===== src/rtl/y86_pkg.sv =====
// Shared Y86-64 writeback types: register/status codes and the queued result entry.
package y86_pkg;
  localparam logic [3:0] RNONE = 4'hF;
  localparam logic [2:0] SAOK  = 3'd1;
  localparam logic [2:0] SHLT  = 3'd2;
  localparam logic [2:0] SADR  = 3'd3;
  localparam logic [2:0] SINS  = 3'd4;
  localparam int         WB_DW = 64;

  typedef struct packed {
    logic [2:0]       stat;
    logic [3:0]       dstE;
    logic [WB_DW-1:0] valE;
    logic [3:0]       dstM;
    logic [WB_DW-1:0] valM;
  } wb_entry_t;
endpackage


===== src/rtl/y86_wb_fifo.sv =====
// In-order result queue for the writeback unit. With Y86_WB_FWD_EN defined it also
// presents all slots oldest-first so the top can search pending results.
module y86_wb_fifo
  import y86_pkg::*;
#(
  parameter  int DEPTH = 4,
  localparam int AW    = $clog2(DEPTH)
) (
  input  logic      clock,
  input  logic      reset,
  input  logic      push,
  input  logic      pop,
  input  wb_entry_t din,
  output wb_entry_t head,
  output logic [AW:0] count,
  output logic      full,
  output logic      empty
`ifdef Y86_WB_FWD_EN
  ,
  output wb_entry_t ordered [DEPTH]
`endif
);
  wb_entry_t     mem [DEPTH];
  logic [AW-1:0] wr_ptr;
  logic [AW-1:0] rd_ptr;

  always_ff @(posedge clock) begin
    if (push) mem[wr_ptr] <= din;
  end

  // DEPTH is a power of two, so the pointers wrap naturally.
  always_ff @(posedge clock) begin
    if (reset) begin
      wr_ptr <= '0;
      rd_ptr <= '0;
      count  <= '0;
    end else begin
      if (push) wr_ptr <= wr_ptr + AW'(1);
      if (pop)  rd_ptr <= rd_ptr + AW'(1);
      case ({push, pop})
        2'b10:   count <= count + (AW+1)'(1);
        2'b01:   count <= count - (AW+1)'(1);
        default: count <= count;
      endcase
    end
  end

  assign head  = mem[rd_ptr];
  assign full  = (count == (AW+1)'(DEPTH));
  assign empty = (count == '0);

`ifdef Y86_WB_FWD_EN
  always_comb begin
    for (int i = 0; i < DEPTH; i++) ordered[i] = mem[rd_ptr + AW'(i)];
  end
`endif
endmodule


===== src/rtl/y86_writeback_unit.sv =====
// Y86-64 writeback: queues results, retires one per cycle onto registered regfile ports.
// Optional forwarding lookup to decode is enabled by defining Y86_WB_FWD_EN.
module y86_writeback_unit
  import y86_pkg::*;
#(
  parameter  int DEPTH = 4,
  parameter  int DW    = 64,
  localparam int AW    = $clog2(DEPTH)
) (
  input  logic          clock,
  input  logic          reset,
  // Handshake: a result transfers on a rising edge where in_valid && in_ready;
  // in_ready never depends on in_valid, and a full queue refuses even while popping.
  input  logic          in_valid,
  output logic          in_ready,
  input  logic [2:0]    in_stat,
  input  logic [3:0]    in_dstE,
  input  logic [DW-1:0] in_valE,
  input  logic [3:0]    in_dstM,
  input  logic [DW-1:0] in_valM,
  input  logic          drain_en,
  output logic [3:0]    dstE,
  output logic [DW-1:0] valE,
  output logic [3:0]    dstM,
  output logic [DW-1:0] valM,
  output logic          halted,
  output logic [AW:0]   pending
`ifdef Y86_WB_FWD_EN
  ,
  input  logic [3:0]    srcA,
  input  logic [3:0]    srcB,
  output logic          fwdA_hit,
  output logic [DW-1:0] fwdA_val,
  output logic          fwdB_hit,
  output logic [DW-1:0] fwdB_val
`endif
);
  wb_entry_t in_entry;
  wb_entry_t head;
  logic      push;
  logic      pop;
  logic      full;
  logic      empty;

  assign in_entry = '{stat: in_stat, dstE: in_dstE, valE: WB_DW'(in_valE),
                      dstM: in_dstM, valM: WB_DW'(in_valM)};
  assign in_ready = !full && !halted;
  assign push     = in_valid && in_ready;
  assign pop      = !empty && drain_en && !halted;

`ifdef Y86_WB_FWD_EN
  wb_entry_t ordered [DEPTH];
`endif

  y86_wb_fifo #(.DEPTH(DEPTH)) u_fifo (
    .clock  (clock),
    .reset  (reset),
    .push   (push),
    .pop    (pop),
    .din    (in_entry),
    .head   (head),
    .count  (pending),
    .full   (full),
    .empty  (empty)
`ifdef Y86_WB_FWD_EN
    ,
    .ordered(ordered)
`endif
  );

  // Destinations fall back to RNONE every cycle so each regfile write lasts one cycle.
  always_ff @(posedge clock) begin
    if (reset) begin
      dstE   <= RNONE;
      dstM   <= RNONE;
      valE   <= '0;
      valM   <= '0;
      halted <= 1'b0;
    end else begin
      dstE <= RNONE;
      dstM <= RNONE;
      if (pop) begin
        if (head.stat == SAOK) begin
          dstE <= head.dstE;
          valE <= head.valE[DW-1:0];
          dstM <= head.dstM;
          valM <= head.valM[DW-1:0];
        end else begin
          halted <= 1'b1;
        end
      end
    end
  end

`ifdef Y86_WB_FWD_EN
  // Scan oldest to newest so later matches overwrite; dstM checked after dstE wins ties.
  function automatic logic [DW:0] lookup(input logic [3:0] src);
    logic [DW:0] r;
    r = '0;
    if (src != RNONE) begin
      if (dstE == src) r = {1'b1, valE};
      if (dstM == src) r = {1'b1, valM};
      for (int i = 0; i < DEPTH; i++) begin
        if (i < int'(pending) && ordered[i].stat == SAOK) begin
          if (ordered[i].dstE == src) r = {1'b1, ordered[i].valE[DW-1:0]};
          if (ordered[i].dstM == src) r = {1'b1, ordered[i].valM[DW-1:0]};
        end
      end
    end
    return r;
  endfunction

  always_comb begin
    {fwdA_hit, fwdA_val} = lookup(srcA);
    {fwdB_hit, fwdB_val} = lookup(srcB);
  end
`endif
endmodule


===== config.mk =====
export PLATFORM = sky130hd
export DESIGN_NAME = y86_writeback_unit
export DESIGN_NICKNAME = d
export VERILOG_FILES = /design/src/rtl/y86_pkg.sv /design/src/rtl/y86_wb_fifo.sv /design/src/rtl/y86_writeback_unit.sv
export SDC_FILE = /design/constraint.sdc
export NUM_CORES = 1
export LEC_CHECK = 0
export CAP_MARGIN = 0
export CORE_MARGIN = 2
export CORE_UTILIZATION = 51
export DETAILED_ROUTE_END_ITERATION = 10
export GPL_TIMING_DRIVEN = 0
export PLACE_DENSITY = 0.76
export SLEW_MARGIN = 30
export SYNTH_ARGS = -nofsm -noshare
export SYNTH_HDL_FRONTEND = slang
export SYNTH_HIERARCHICAL = 1
export SYNTH_SLANG_ARGS = --single-unit
export TNS_END_PERCENT = 5

===== constraint.sdc =====
create_clock -name clock -period 4.6 [get_ports clock]
set_clock_uncertainty 0.2 [all_clocks]
set_input_delay 0.46 -clock clock [delete_from_list [all_inputs] [get_ports clock]]
set_output_delay 0.46 -clock clock [all_outputs]
set_load 0.05 [all_outputs]

==> results.md <==
- Most used DFF post-synth: edfxtp_1
- Syn Nets: 1503
- CTS tree: yes
- Mapped Cells: 1354
- Status: completed
- Initial core utilization: 51.8%
- Post-Layout Cell Count: 2469
- Routed Wire Length: 55400 um
- Sw frac: 25.5%
- GRT Total Usage: 20.8%
- Relative slew slack: 43.3%
- Yosys top cell by area: edfxtp_1
- CTS sink cnt: 702
- Int Pwr: 13100 uW
- Average routed wire per standard cell: 22.4 um
- Die H: 232 um
- Final hold vios: 0
- CP Cell Sequence: buf_2, mux4_2, or3b_4, nor4b_4, buf_6, buf_12, mux2i_1
- Synth cell count leaders: 556 x edfxtp_1, 256 x nand2b_1, 146 x dfxtp_1
- Starting DRT DRC Count: 890
- Yosys top cell area share: 62.7%
- Synth top area cells: edfxtp_1 63%, mux4_2 12%, dfxtp_1 11%
- Max Cap Viol: 0
- Fraction of registers with async set/reset: 0%
- Psw: 4490 uW
- Worst vdd ir: 0.000375 V
- Pwr Density: 531 nW/um2
- Rows: 83
- DP HPWL: 34800 um
- Placed Cells: 2332
- Mean Syn Cell Area: 19.7 um2
- Most common cell in the synthesized netlist: edfxtp_1
- Nets: 1875
- Post-DP Area: 30700 um2
- Pre-antenna DRT Iters: 5
- Total CTS buffers: 71
- Ys Warns: 6
- Flops & latches, synth: 702
- H-tree levels: 3
- ANT nets after route: 0
- Vias: 13300
- Worst Hold Class: input pin to flip-flop
- Gr ovfl total: 0
- First-pass GRT wire length: 83000 um
- Share of layout cells above drive strength 1: 17.5%
- Width of the die: 232 um
- Tcrit/Tclk final: 64.9%
- Yosys cell types: 29
- CP endpoint kind: flip-flop
- Area grow syn2layout: 24.3%
- Actual slew at the worst max-slew pin: 0.851 ns
- # IOs: 284
- Synth Cell Area: 26600 um2
- CP Launch Type: flip-flop
- Post_cts resized: 0
- Gate power share: 21.1%
- Sequential share of power: 45.4%
- R2R setup slack: 1.62 ns
- Clock latency on the worst-skew pair: 0.59 ns
- Worst-path clk slew: 0.06 ns
- Critical path required time: 4.91 ns
- CP max stage delay: 0.47 ns
- Max Slew Vio Count: 0
- RSZ-0062 raised after global routing: false
- Max Clk Rate: 0.335 GHz
- Die ar.: 54000 um2
- Total power: 17600 uW
- Final setup fails: 0
- Initial antenna violation count: 11
- Final Wtd Congestion: 0.743
- DRC: 0
- Core Box Area: 51400 um2
- Largest net degree at the start of global routing: 40
- Slowest cell on crit path: dfxtp_1
- Min Tclk post-route: 2.98 ns
- Worst EP arrival: 3.29 ns
- Clk buf depth: 3
- Final instance area: 33100 um2
- Post-synth EDFFs: 556
- Sequential fraction of the synthesis area: 73.7%
- CP Max Fanout: 10
- Part of the power in the clock network: 33.4%
- Vias in the first global route: 14000
- LEAKAGE: 0.0106 uW
- CP Class: flip-flop to flip-flop
- IO buf count: 282
- Via-to-Cell Ratio: 5.40
- CTS Root Cell: clkbuf_16
layer usage:
| layer | vias up | global-route usage [%] | wire [um] | share of wire (%) |
|---|---|---|---|---|
| li1 | 5985 | - | - | - |
| met5 | - | 0 | 64 | 0.12 |
| met2 | 416 | 34.7 | 27900 | 50 |
| met1 | 6817 | 26.6 | 22200 | 40 |
| met4 | 12 | 7.53 | 1500 | 2.7 |
| met3 | 99 | 5.13 | 3750 | 6.8 |
worst paths after layout:
path	from	depth (start not counted)	endpoint
max	flip-flop	7	valE[62]$_SDFFE_PP0P_
min	reset	3	valE[63]$_SDFFE_PP0P_
max reg2reg	flip-flop	7	valE[62]$_SDFFE_PP0P_
min reg2reg	valM[15]$_SDFFE_PP0P_	2	valM[15]$_SDFFE_PP0P_
flip-flops by register name, summed over array words and instances (netlist names), named ones only:
register       flops
valE              64
u_fifo/count       3
dstE               4
u_fifo/rd_ptr      2
valM              64
u_fifo/mem       556
u_fifo/wr_ptr      2
dstM               4
halted             1
placed cells by master, fill, tap and decap left out, types with 5 or more instances in the layout:
| cell type | n |
|---|---|
| buf_12 | 22 |
| edfxtp_1 | 556 |
| buf_2 | 12 |
| clkinv_1 | 10 |
| ha_1 | 5 |
| or3_1 | 9 |
| nand2b_1 | 256 |
| mux4_2 | 139 |
| clkdlybuf4s50_1 | 282 |
| nor2_1 | 10 |
| inv_1 | 7 |
| bufinv_16 | 8 |
| clkbuf_1 | 45 |
| clkbuf_16 | 75 |
| dfxtp_1 | 146 |
| buf_6 | 18 |
| mux2i_1 | 129 |
| clkinv_2 | 9 |
| clkbuf_8 | 7 |
worst max-delay path, delay by kind of cell, from the launching register on:
kind / cells / cell delay (ns)
buffers and inverters: 3 / 0.92
flip-flops: 1 / 0.47
AND/OR/NAND/NOR: 2 / 0.73
multiplexers: 2 / 0.55
final cells by class:
class                           count  area [um2]
Sequential cell                   702       19600
Multi-Input combinational cell    570        6380
Clock buffer                       99        2040
Tap cell                          680         851
Fill cell                        3510       18300
Antenna cell                        4        10.0
Buffer                             75         606
Timing Repair Buffer              299        3180
Inverter                            7        26.3
Clock inverter                     33         374
timing repair:
| action | in CTS | in global routing |
|---|---|---|
| buffers inserted | 0 | 0 |
| endpoints found under the setup margin | 0 | 0 |
| hold buffers | 1 | 0 |
| endpoints found under the hold margin | 4 | 0 |
stage by stage:
step	TNS (ns)	setup slack [ns]	util (%)	hold WS [ns]
finish	0	1.62	64.4	0.225
global placement	-1412.21	-3.28	58.9	0.258
CTS	0	1.61	64.3	0.198
detailed placement	0	1.60	59.6	0.261
floorplan	-559.27	-1.34	-	0.285
global route	0	1.51	64.3	0.253
cell families (layout without fill, tap and decap cells):
kind of cell,count (synthesis),in the layout,share of synthesized area (%)
AOI/OAI and AO/OA,4,4,0.0799
xor gates and xnor gates,5,5,0.165
adders and majority gates,6,6,0.310
buffers and inverters,82,513,2.36
DFF,702,702,73.7
muxes,268,268,16.6
other,0,4,0
and+or+nand+nor,287,287,6.76
power groups by stage:
stage,Sequential (uW),Clock [uW],Combinational [uW]
global route,8050,6260,3970
CTS,8000,6000,3780
global placement,8240,0,3550
floorplan,8450,0,2310
finish,7990,5880,3710
detailed placement,8120,0,3760
Power figures use the tool's default switching activity.
